[config.mk]
export PLATFORM = sky130hd
export DESIGN_NAME = output_link_allocator
export DESIGN_NICKNAME = d
export VERILOG_FILES = /design/src/rtl/vc_router_pkg.sv /design/src/rtl/rr_arbiter.sv /design/src/rtl/output_link_allocator.sv
export SDC_FILE = /design/constraint.sdc
export NUM_CORES = 1
export LEC_CHECK = 0
export ABC_AREA = 0
export BUFFER_PORTS_ARGS = -buffer_cell sky130_fd_sc_hd__buf_4
export CAP_MARGIN = 20
export CORE_UTILIZATION = 40
export CTS_BUF_LIST = sky130_fd_sc_hd__clkbuf_2
export DETAILED_ROUTE_END_ITERATION = 10
export GPL_TIMING_DRIVEN = 1
export PLACE_DENSITY = 0.63
export RECOVER_POWER = 25
export SLEW_MARGIN = 5
export SYNTH_ARGS = -nofsm -noshare
export SYNTH_HDL_FRONTEND = slang
export SYNTH_SLANG_ARGS = --single-unit
[constraint.sdc]
create_clock -name clk -period 10.3 [get_ports clk]
set_input_delay 2.06 -clock clk [delete_from_list [all_inputs] [get_ports clk]]
set_output_delay 2.06 -clock clk [all_outputs]
set_load 0.01 [all_outputs]
[src/rtl/vc_router_pkg.sv]
// Shared definitions for the virtual channel router: requester indices,
// the output allocator state encoding and the default downstream depth.
package vc_router_pkg;

  localparam int NREQ      = 5;
  localparam int REQ_LINK1 = 0;
  localparam int REQ_LINK2 = 1;
  localparam int REQ_LINK3 = 2;
  localparam int REQ_LINK4 = 3;
  localparam int REQ_CORE  = 4;

  localparam int DEPTH = 4;

  typedef enum logic {
    IDLE = 1'b0,
    BUSY = 1'b1
  } state_t;

endpackage

[src/rtl/rr_arbiter.sv]
// Combinational round-robin picker: searches from last_winner+1 upward,
// wrapping modulo NREQ, and returns the first eligible requester.
module rr_arbiter
  import vc_router_pkg::*;
#(
  parameter int NREQ = vc_router_pkg::NREQ,
  parameter int SELW = $clog2(NREQ)
) (
  input  logic [NREQ-1:0] eligible,
  input  logic [SELW-1:0] last_winner,
  output logic [NREQ-1:0] winner,
  output logic [SELW-1:0] winner_idx
);

  logic found;
  int   cand;

  always_comb begin
    winner     = '0;
    winner_idx = '0;
    found      = 1'b0;
    cand       = 0;
    for (int off = 1; off <= NREQ; off++) begin
      cand = int'(last_winner) + off;
      if (cand >= NREQ) cand = cand - NREQ;
      if (!found && eligible[cand]) begin
        found          = 1'b1;
        winner[cand]   = 1'b1;
        winner_idx     = SELW'(cand);
      end
    end
  end

endmodule

[src/rtl/output_link_allocator.sv]
// Wormhole output-link allocator with credit flow control.
// Optional stall watchdog enabled by defining VC_ALLOC_WATCHDOG_EN.
//
// Handshake: rd[i] is a pop strobe; a flit moves when rd[i] is high at the
// rising edge. rd is only raised when the link is granted to i, req[i] is
// high and at least one downstream credit is available.
module output_link_allocator
  import vc_router_pkg::*;
#(
  parameter int NREQ  = vc_router_pkg::NREQ,
  parameter int DEPTH = vc_router_pkg::DEPTH,
  parameter int CW    = $clog2(DEPTH + 1),
  parameter int SELW  = $clog2(NREQ)
`ifdef VC_ALLOC_WATCHDOG_EN
  ,
  parameter int TIMEOUT = 255
`endif
) (
  input  logic            clk,
  input  logic            reset,
  input  logic [NREQ-1:0] req,
  input  logic [NREQ-1:0] head,
  input  logic [NREQ-1:0] tail,
  input  logic            credit_in,
  output logic [NREQ-1:0] gnt,
  output logic [NREQ-1:0] rd,
  output logic [SELW-1:0] sel,
  output logic            flit_valid,
  output logic [CW-1:0]   credits,
  output logic            busy,
  output logic            wd_err,
  output state_t          state_dbg,
  output logic [SELW-1:0] last_winner_dbg
);

  state_t          state_q, state_d;
  logic [NREQ-1:0] gnt_q, gnt_d;
  logic [SELW-1:0] sel_q, sel_d;
  logic [SELW-1:0] lw_q, lw_d;
  logic [CW-1:0]   credits_q;
  logic [NREQ-1:0] arb_winner;
  logic [SELW-1:0] arb_idx;
  logic            release_pkt;
  logic            wd_fire;

  rr_arbiter #(.NREQ(NREQ), .SELW(SELW)) u_arb (
    .eligible   (req & head),
    .last_winner(lw_q),
    .winner     (arb_winner),
    .winner_idx (arb_idx)
  );

  always_ff @(posedge clk or negedge reset) begin
    if (!reset) begin
      state_q <= IDLE;
      gnt_q   <= '0;
      sel_q   <= '0;
      lw_q    <= SELW'(NREQ - 1);
    end else begin
      state_q <= state_d;
      gnt_q   <= gnt_d;
      sel_q   <= sel_d;
      lw_q    <= lw_d;
    end
  end

  always_comb begin
    state_d = state_q;
    gnt_d   = gnt_q;
    sel_d   = sel_q;
    lw_d    = lw_q;
    case (state_q)
      IDLE: begin
        if (|arb_winner) begin
          state_d = BUSY;
          gnt_d   = arb_winner;
          sel_d   = arb_idx;
        end
      end
      BUSY: begin
        if (release_pkt || wd_fire) begin
          state_d = IDLE;
          gnt_d   = '0;
          lw_d    = sel_q;
        end
      end
      default: state_d = IDLE;
    endcase
  end

  // rd comes straight from registered grant/credits so a reset drops it at once.
  always_comb begin
    rd          = '0;
    if (state_q == BUSY && credits_q != '0) rd = gnt_q & req;
    flit_valid  = |rd;
    release_pkt = flit_valid & tail[sel_q];
    busy        = (state_q == BUSY);
  end

  always_ff @(posedge clk or negedge reset) begin
    if (!reset) begin
      credits_q <= CW'(DEPTH);
    end else if (flit_valid && !credit_in) begin
      credits_q <= credits_q - 1'b1;
    end else if (credit_in && !flit_valid && credits_q != CW'(DEPTH)) begin
      credits_q <= credits_q + 1'b1;
    end
  end

`ifdef VC_ALLOC_WATCHDOG_EN
  logic [7:0] wd_cnt_q;
  logic       wd_err_q;

  assign wd_fire = (state_q == BUSY) && (wd_cnt_q == 8'(TIMEOUT));

  // Any flit or returned credit counts as forward progress.
  always_ff @(posedge clk or negedge reset) begin
    if (!reset) begin
      wd_cnt_q <= '0;
      wd_err_q <= 1'b0;
    end else begin
      wd_err_q <= wd_fire;
      if (state_q != BUSY || flit_valid || credit_in || wd_fire) wd_cnt_q <= '0;
      else wd_cnt_q <= wd_cnt_q + 8'd1;
    end
  end

  assign wd_err = wd_err_q;
`else
  assign wd_fire = 1'b0;
  assign wd_err  = 1'b0;
`endif

  assign gnt             = gnt_q;
  assign sel             = sel_q;
  assign credits         = credits_q;
  assign state_dbg       = state_q;
  assign last_winner_dbg = lw_q;

endmodule
==> flow_metrics.env, run 1 <==
export IMPL_synth_nets=363
export IMPL_ios=41
export IMPL_critPathKind="in -> out"
export IMPL_slew_viol_final=0
export IMPL_start_util_pct=42.04
export IMPL_finalNetCount=391
export IMPL_grt_max_degree=33
export IMPL_cp_end_kind="output pin"
export IMPL_io_buffers=39
export IMPL_drc=0
export IMPL_gp_congestion=0.9098
export IMPL_yosysMostFrequentCell="nand2_1"
export IMPL_die_y_um=81.35
export IMPL_htreeDepth=1
export IMPL_dr_total_vias=2602
export IMPL_ctsResizeCount=0
export IMPL_ys_top_cells_by_count="nand2_1 (36), ha_1 (20), nor2_1 (19), o21ai_0 (15)"
export IMPL_antenna_cells=0
export IMPL_grt_overflow_total=0
export IMPL_async_reset_ff_share_pct=100.0
export IMPL_rsz0062_at_grt="no"
export IMPL_maxCapViolCount=0
export IMPL_p_leak_nw=1.262
export IMPL_ys_flop_type="dfrtp_1"
export IMPL_p_per_area_nw_per_um2=59.55
export IMPL_drt_total_wl_um=7409
export IMPL_antenna_found_initial=0
export IMPL_period_needed_ns=5.442
export IMPL_design_area_um2=2833
export IMPL_cts_buffers_inserted=3
export IMPL_drive_above_1_share_pct=19.71
export IMPL_grt_pass1_wl_um=11810
export IMPL_post_cts_buffers=0
export IMPL_cts_hold_buffers=0
export IMPL_reg2reg_from="last_winner_dbg[1]"
export IMPL_synth_seq_cells=15
export IMPL_wl_per_cell_um=17.43
export IMPL_synthDistinctLibCells=75
export IMPL_yosys_top_cells_area="dfrtp_1 (13%), ha_1 (9.9%), nand2_1 (5.4%), mux2i_1 (3.2%), and2_1 (3.0%)"
export IMPL_cts_sinks=15
export IMPL_cts_root_buffer_cell="clkbuf_2"
export IMPL_ys_warn_count=0
export IMPL_hold_path_depth=2
export IMPL_row_count=28
export IMPL_finClkSkew_ns=0.02021
export IMPL_worst_hold_startpoint="gnt[2]"
export IMPL_core_um2=5991
export IMPL_clkTransAtPathRegs_ns=0.16
export IMPL_worst_slew_pin_slew_ns=0.8238
export IMPL_power_w=0.0001687
export IMPL_place_area_um2=2816
export IMPL_grt_usage_pct=23.24
export IMPL_viasPerCell=6.122
export IMPL_dieArea_um2=6618
export IMPL_hold_path_class="reg -> reg"
export IMPL_cts_tree="built"
export IMPL_fmax_mhz=183.8
export IMPL_cp_start_kind="primary input"
export IMPL_ant_nets=0
export IMPL_cp_data_arrival_time_ns=3.38
export IMPL_yosys_area_top_type="dfrtp_1"
export IMPL_finalHoldViolCount=0
export IMPL_syn2layout_area_growth_pct=12.47
export IMPL_hold_end="gnt[2]"
export IMPL_maxSlewHeadroom_pct=45.08
export IMPL_synth_top_cell_area_share_pct=12.92
export IMPL_syn_cell_area_um2=2519
export IMPL_synth_seq_area_share_pct=15.00
export IMPL_setup_viol=0
export IMPL_first_pass_iters=4
export IMPL_ff2ff_path_depth=14
export IMPL_synth_edf_count=0
export IMPL_ir_worst_vdd_mv=0.09678
export IMPL_r2r_setup_slack_ns=5.36
export IMPL_hpwl_um=5931
export IMPL_die_x_um=81.35
export IMPL_drt_initial_drc_count=195
export IMPL_synth_cells=323
export IMPL_period_share_pct=52.83
export IMPL_setup_tns_ns=0
export IMPL_clock_latency_ns=0.29
export IMPL_cp_required_ns=8.24
export IMPL_cts_buffer_depth=2
export IMPL_cp_max_fo=9
export IMPL_synth_area_per_cell_um2=7.798
export IMPL_rr_endpoint="sel[1]"
export IMPL_status="completed"
export IMPL_grt_pass1_vias=2407
## layout make-up
class / instances / area [um2]
clock buffers: 4 / 20.02
fillers: 594 / 3158
inverters: 15 / 56.30
multi-input cells: 276 / 1988
flip-flops and latches: 15 / 377.9
well taps: 75 / 93.84
repair buffers: 40 / 296.5
## stage by stage
stage | setup WS, ns | hold WS, ns | utilization, % | std cells
after floorplan | 5.137 | 0.5629 | - | 323
after global placement | 4.872 | 0.5459 | 47.01 | 421
after detailed placement | 4.862 | 0.5533 | 47.01 | 421
after CTS | 4.855 | 0.5810 | 47.35 | 425
after global routing | 4.818 | 0.6074 | 47.28 | 425
final | 4.858 | 0.5777 | 47.28 | 425
## flip-flops by register name, summed over array words and instances, names as in the netlist
signal           count
credits              3
busy                 1
sel                  3
gnt                  5
last_winner_dbg      3
## layer usage
layer  global-route usage [%]  share of wire [%]
met5                        0                  0
met4                    6.786                1.6
met3                    1.348                3.8
met2                    40.08                 47
met1                    30.91                 48
## how the worst max path moves through the flow
stage                     depth (start not counted)    endpoint   start
after floorplan                                   4  flit_valid  req[3]
after global placement                            5  flit_valid  req[3]
after detailed placement                          5  flit_valid  req[3]
after CTS                                         5  flit_valid  req[3]
after global routing                              5  flit_valid  req[3]
final                                             5  flit_valid  req[3]
## power breakdown
part           switching [W]  leakage, nW   total, W  internal [W]
sequential        0.00000992        0.188  0.0000762     0.0000663
clock              0.0000191       0.0166  0.0000294     0.0000103
combinational      0.0000330         1.06  0.0000631     0.0000300
total              0.0000621         1.26   0.000169      0.000107
## cells by family (layout without fill, tap and decap cells)
| family | Yosys count | after routing | synth area share (%) |
|---|---|---|---|
| simple gates | 143 | 143 | 31.50 |
| other cells | 1 | 1 | 0.1489 |
| compound gates | 90 | 90 | 26.78 |
| fa+ha+maj | 22 | 22 | 11.53 |
| flops | 15 | 15 | 15.00 |
| mux | 14 | 14 | 6.607 |
| xor+xnor | 6 | 6 | 2.385 |
| buf+inv | 32 | 59 | 6.060 |
## placed cells by master, fill, tap and decap left out, drive strengths merged, types with 3 or more instances in the layout
cell type	instances
o22ai	6
a32oi	5
mux2	5
clkbuf	5
inv	14
o31ai	3
a2111o	3
nand2b	5
buf	39
or2	6
nor3b	3
nor3	12
and3	11
dfrtp	13
and2	12
ha	20
a21oi	15
or3	4
nand4	8
a211o	3
nor2b	7
xnor2	6
o211ai	3
nand2	36
o21a	3
nor4	3
mux2i	8
a211oi	3
o21ai	16
nor2	19
nand3	8
## worst max-delay path: stages
cell	delay, ns
buf_4	0.11
and3_1	0.15
or2_2	0.28
or4_1	0.57
buf_4	0.21
(Power assumes the default switching activity.)
==> run 2: changes to the inputs <==
==> constraint.sdc (replaced) <==
create_clock -name clk -period 5.6 [get_ports clk]
set_input_delay 1.12 -clock clk [delete_from_list [all_inputs] [get_ports clk]]
set_output_delay 1.12 -clock clk [all_outputs]
set_load 0.01 [all_outputs]
==> run 2 against run 1 <==
Compared with the run above: utilization is the same; wire length grew 1.9%; critical path type is now reg -> reg; clock skew is essentially flat; clock-buffer cell count shrank 1; clock power grew 95%; final cell count is the same; sequential share of layout area is the same; highest routed layer unchanged; largest cell class unchanged.
==> flow_metrics.env, run 2 (synthesized netlist as in run 1, its figures left out) <==
export IMPL_first_pass_iters=5
export IMPL_cts_hold_buffers=0
export IMPL_fin_hold_ws_ns=0.5836
export IMPL_final_core_util_pct=47.28
export IMPL_power_frac_seq_pct=44.7
export IMPL_layout_cells_most_common="buf_4"
export IMPL_power_switching_w=0.0001199
export IMPL_grt_overflow_total=0
export IMPL_place_area_um2=2816
export IMPL_antenna_cells=0
export IMPL_setup_tns_ns=0
export IMPL_ant_nets=0
export IMPL_die_x_um=81.35
export IMPL_cp_start_kind="register"
export IMPL_ios=41
export IMPL_p_per_area_nw_per_um2=110.6
export IMPL_p_int_w=0.0001933
export IMPL_cp_max_fo=17
export IMPL_finalHoldViolCount=0
export IMPL_finClkSkew_ns=0.02017
export IMPL_cts_buffers_inserted=3
export IMPL_p_comb_share_pct=37.1
export IMPL_most_common_layout_cells="buf_4 (39), nand2_1 (36), ha_1 (20)"
export IMPL_wl_per_cell_um=17.77
export IMPL_cts_root_buffer_cell="clkbuf_2"
export IMPL_setup_viol=0
export IMPL_drive_above_1_share_pct=19.71
export IMPL_maxCapViolCount=0
export IMPL_period_needed_ns=4.769
export IMPL_die_y_um=81.35
export IMPL_cts_sinks=15
export IMPL_clkTransAtPathRegs_ns=0.18
export IMPL_hpwl_um=5848
export IMPL_grt_pass1_vias=2427
export IMPL_core_um2=5991
export IMPL_cp_data_arrival_time_ns=5.00
export IMPL_grt_max_degree=33
export IMPL_period_share_pct=85.15
export IMPL_cp_end_kind="register"
export IMPL_design_area_um2=2833
export IMPL_p_sw_share_pct=38.29
export IMPL_io_buffers=39
export IMPL_maxSlewHeadroom_pct=44.71
export IMPL_ctsResizeCount=0
export IMPL_regArea_um2=377.9
export IMPL_r2r_setup_slack_ns=0.83
export IMPL_dp_cells=421
export IMPL_cts_tree="built"
export IMPL_worst_slew_pin_slew_ns=0.8293
export IMPL_row_count=28
export IMPL_clkPwrFrac_pct=18.2
export IMPL_clock_latency_ns=0.32
export IMPL_fmax_mhz=209.7
export IMPL_dieArea_um2=6618
export IMPL_largest_reg_flops=5
export IMPL_gp_congestion=0.9623
export IMPL_start_util_pct=42.04
export IMPL_drt_initial_drc_count=215
export IMPL_antenna_found_initial=0
export IMPL_fillers=597
export IMPL_ir_worst_vdd_mv=0.1951
export IMPL_viasPerCell=6.252
export IMPL_finalNetCount=391
export IMPL_cp_required_ns=5.84
export IMPL_drc=0
export IMPL_grt_usage_pct=24.11
export IMPL_status="completed"
export IMPL_post_cts_buffers=0
export IMPL_rsz0062_at_grt="no"
export IMPL_hold_path_class="reg -> reg"
export IMPL_instances_no_fill=425
export IMPL_p_leak_nw=1.262
export IMPL_dr_total_vias=2657
export IMPL_grt_pass1_wl_um=12140
export IMPL_htreeDepth=1
export IMPL_drt_total_wl_um=7551
export IMPL_syn2layout_area_growth_pct=12.47
export IMPL_cts_buffer_depth=2
export IMPL_slew_viol_final=0
export IMPL_critPathKind="reg -> reg"
export IMPL_multi_input_area_um2=1988
-- run 2: cell count changes in the layout (fill, tap and decap cells not counted) --
cell      before  now
clkbuf_2       4    3
clkinv_2       0    1
-- run 2: power by group through the flow --
stage,Clock (W),Sequential [W],Combinational [W]
2_1_floorplan,0,0.000143,0.0000661
3_3_place_gp,0,0.000141,0.000113
3_5_place_dp,0,0.000141,0.000115
4_1_cts,0.0000560,0.000139,0.000116
5_1_grt,0.0000621,0.000142,0.000131
6_report,0.0000572,0.000140,0.000116
-- run 2: final timing paths --
kind                            cells past startpoint            endpoint          startpoint
worst max-delay path                               17              sel[0]  last_winner_dbg[1]
worst min-delay path                                2              gnt[1]              gnt[1]
worst max register to register                     17              sel[0]  last_winner_dbg[1]
worst min register to register                      2              gnt[1]              gnt[1]
max in group asynchronous                           1  last_winner_dbg[1]               reset
min in group asynchronous                           1          credits[0]               reset
-- run 2: layer usage --
layer	track usage [%]	vias up	wire length, um
li1	-	1272	-
met1	34.22	1262	3573
met2	38.42	106	3400
met3	1.124	17	382
met4	8.571	0	194
met5	0	-	0
-- run 2: layout make-up --
type / instances / area share (%)
clock buffers: 3 / 0.5300
clock inverters: 1 / 0.1767
inverters: 15 / 1.988
multi-input cells: 276 / 70.19
flip-flops and latches: 15 / 13.34
well taps: 75 / 3.313
repair buffers: 40 / 10.47
-- run 2: critical path, stage by stage, from the launching register on --
cell and delay [ns]:
dfrtp_1 0.59, inv_1 0.32, ha_1 0.74, inv_1 0.30
o21ai_0 0.28, ha_1 0.16, nand3b_1 0.07, nand2_1 0.07
ha_1 0.16, inv_1 0.04, nor2_1 0.12, o211ai_1 0.16
nor3_1 0.22, or4b_2 0.60, nand4_1 0.19, nor4_4 0.08
a21oi_4 0.26, mux2_4 0.32
-- run 2: through the flow --
step | worst slack [ns] | power [W]
final | 0.8314 | 0.0003133
after detailed placement | 0.8800 | 0.0002559
after CTS | 0.8721 | 0.0003110
after global placement | 0.9949 | 0.0002539
after floorplan | 1.270 | 0.0002094
after global routing | 0.4585 | 0.0003351
==> run 3: changes to the inputs <==
--- a/config.mk
+++ b/config.mk
@@ -17,4 +17,5 @@
 export SLEW_MARGIN = 5
 export SYNTH_ARGS = -nofsm -noshare
 export SYNTH_HDL_FRONTEND = slang
+export SYNTH_HIERARCHICAL = 1
 export SYNTH_SLANG_ARGS = --single-unit
==> run 3 against run 2 <==
Compared with the run above: die area rose by 5.0%; wire length increased by 6.1%; clock-buffer cell count did not move; utilization fell by 0.64 points; clock skew decreased by 0.0056 ns; non-clock buffer count grew 5; critical path depth decreased by 4; maximum frequency down 0.86%; critical endpoint is now sel[2]; largest cell class unchanged; largest power group is now combinational cells; highest routed layer unchanged.
==> flow_metrics.env, run 3 <==
export IMPL_ys_flop_type="dfrtp_1"
export IMPL_grt_pass1_vias=2608
export IMPL_period_needed_ns=4.810
export IMPL_start_util_pct=41.46
export IMPL_synth_nets=376
export IMPL_grt_max_degree=36
export IMPL_cp_end_kind="register"
export IMPL_cp_max_fo=16
export IMPL_status="completed"
export IMPL_antenna_found_initial=0
export IMPL_layout_cells_most_common="buf_4"
export IMPL_cp_start_kind="register"
export IMPL_dp_cells=441
export IMPL_grt_usage_pct=23.49
export IMPL_dieArea_um2=6948
export IMPL_cts_hold_buffers=0
export IMPL_ctsResizeCount=0
export IMPL_cts_root_buffer_cell="clkbuf_2"
export IMPL_dr_total_vias=2870
export IMPL_cts_buffer_depth=2
export IMPL_synth_edf_count=0
export IMPL_fin_ws_ns=0.7899
export IMPL_wl_per_cell_um=18.00
export IMPL_die_x_um=83.36
export IMPL_finClkSkew_ns=0.01454
export IMPL_rsz0062_at_grt="no"
export IMPL_io_buffers=39
export IMPL_syn2layout_area_growth_pct=12.52
export IMPL_period_share_pct=85.90
export IMPL_setup_tns_ns=0
export IMPL_p_per_area_nw_per_um2=114.7
export IMPL_die_y_um=83.36
export IMPL_cp_required_ns=5.82
export IMPL_finalHoldViolCount=0
export IMPL_gp_congestion=0.9558
export IMPL_worst_slew_pin_slew_ns=0.9177
export IMPL_fmax_mhz=207.9
export IMPL_maxCapViolCount=0
export IMPL_finalNetCount=401
export IMPL_slew_viol_final=0
export IMPL_ios=41
export IMPL_hold_path_depth=2
export IMPL_row_count=29
export IMPL_antenna_cells=0
export IMPL_synth_seq_cells=15
export IMPL_ir_worst_vdd_mv=0.09512
export IMPL_pre_cts_slack_ns=0.8135
export IMPL_cts_buffers_inserted=3
export IMPL_synth_top_cell_area_share_pct=12.29
export IMPL_yosys_top_cells_area="dfrtp_1 (12%), ha_1 (5.7%), nand2_1 (5.1%), a21oi_1 (4.2%), mux2i_1 (4.2%)"
export IMPL_viasPerCell=6.449
export IMPL_r2r_setup_slack_ns=0.79
export IMPL_yosysMostFrequentCell="nand2_1"
export IMPL_grt_pass1_wl_um=13300
export IMPL_drt_total_wl_um=8009
export IMPL_drive_above_1_share_pct=21.74
export IMPL_hpwl_um=6072
export IMPL_post_cts_buffers=0
export IMPL_drt_initial_drc_count=238
export IMPL_ff2ff_path_depth=13
export IMPL_async_reset_ff_share_pct=100.0
export IMPL_clkTransAtPathRegs_ns=0.17
export IMPL_instances_no_fill=445
export IMPL_maxSlewHeadroom_pct=37.24
export IMPL_first_pass_iters=5
export IMPL_drc=0
export IMPL_syn_cell_area_um2=2648
export IMPL_synth_seq_area_share_pct=14.27
export IMPL_synthDistinctLibCells=78
export IMPL_design_area_um2=2979
export IMPL_setup_viol=0
export IMPL_cts_sinks=15
export IMPL_cts_tree="built"
export IMPL_most_common_layout_cells="buf_4 (44), nand2_1 (36), nor2_1 (25)"
export IMPL_yosys_area_top_type="dfrtp_1"
export IMPL_htreeDepth=1
export IMPL_largest_reg_flops=5
export IMPL_synth_area_per_cell_um2=7.696
export IMPL_ant_nets=0
export IMPL_core_um2=6386
export IMPL_final_core_util_pct=46.65
export IMPL_p_leak_nw=1.202
export IMPL_critPathKind="reg -> reg"
export IMPL_clock_latency_ns=0.30
export IMPL_grt_overflow_total=0
export IMPL_place_area_um2=2963
export IMPL_ys_top_cells_by_count="nand2_1 (36), nor2_1 (25), a21oi_1 (22), inv_1 (14), o21ai_0 (14)"
export IMPL_ys_warn_count=6
export IMPL_cp_data_arrival_time_ns=5.03
export IMPL_synth_cells=344
export IMPL_hold_path_class="reg -> reg"
-- run 3: cell count changes after synthesis, moves of 5 or more --
| cell | delta |
|---|---|
| o221ai_2 | +5 |
| a211oi_1 | +5 |
| o2bb2ai_1 | +7 |
| a21oi_1 | +8 |
| and3_1 | -7 |
| nor2_1 | +6 |
| ha_1 | -8 |
| nand4_1 | -7 |
| a32oi_1 | -5 |
-- run 3: worst max-delay path, cell delays in order (launching register included) --
cell	delay [ns]
dfstp_2	0.73
inv_1	0.21
ha_1	0.43
a2111oi_0	0.85
a211oi_1	0.15
o2bb2ai_1	0.26
a31oi_2	0.14
nand4_2	0.13
nor2_1	0.09
a221oi_1	0.33
o221ai_2	0.16
or4_1	0.53
o21ai_2	0.33
mux2_2	0.38
-- run 3: cell families after synthesis --
| group | share of synthesized area, % |
|---|---|
| flops | 14.27 |
| compound gates | 35.82 |
| other cells | 0.1416 |
| simple gates | 24.29 |
| fa+ha+maj | 7.183 |
| buf+inv | 6.616 |
| mux | 9.688 |
| xor+xnor | 1.985 |
-- run 3: worst paths after layout --
check                              startpoint            endpoint
hold reg to reg                        gnt[4]              gnt[4]
setup / recovery           last_winner_dbg[2]              sel[2]
max in group asynchronous               reset  last_winner_dbg[1]
hold / removal                         gnt[4]              gnt[4]
setup reg to reg           last_winner_dbg[2]              sel[2]
min in group asynchronous               reset                busy
-- run 3: report_power, final --
part,internal (W),switching (W)
combinational,0.0000703,0.0000756
clock,0.0000162,0.0000387
sequential,0.000121,0.0000197
total,0.000208,0.000134
-- run 3: stage by stage --
| step | total power [W] | hold WS, ns |
|---|---|---|
| 4_1_cts | 0.0003424 | 0.5830 |
| 3_5_place_dp | 0.0002872 | 0.5604 |
| 3_3_place_gp | 0.0002840 | 0.5598 |
| 5_1_grt | 0.0003681 | 0.6095 |
| 2_1_floorplan | 0.0002387 | 0.5739 |
| 6_report | 0.0003416 | 0.5787 |
-- run 3: layout make-up --
class	count	area (um2)
Clock buffer	3	15.01
Tap cell	77	96.34
Timing Repair Buffer	45	334.1
Multi-Input combinational cell	289	2095
Sequential cell	15	377.9
Clock inverter	1	5.005
Fill cell	669	3407
Inverter	15	56.30
-- run 3: layer usage --
metal	wire [um]	share of wire (%)	up-vias	GRT usage, %
li1	-	-	1346	-
met3	474	5.9	18	3.877
met2	3578	45	116	36.36
met5	0	0	-	0
met1	3781	47	1390	33.78
met4	175	2.2	0	5.956
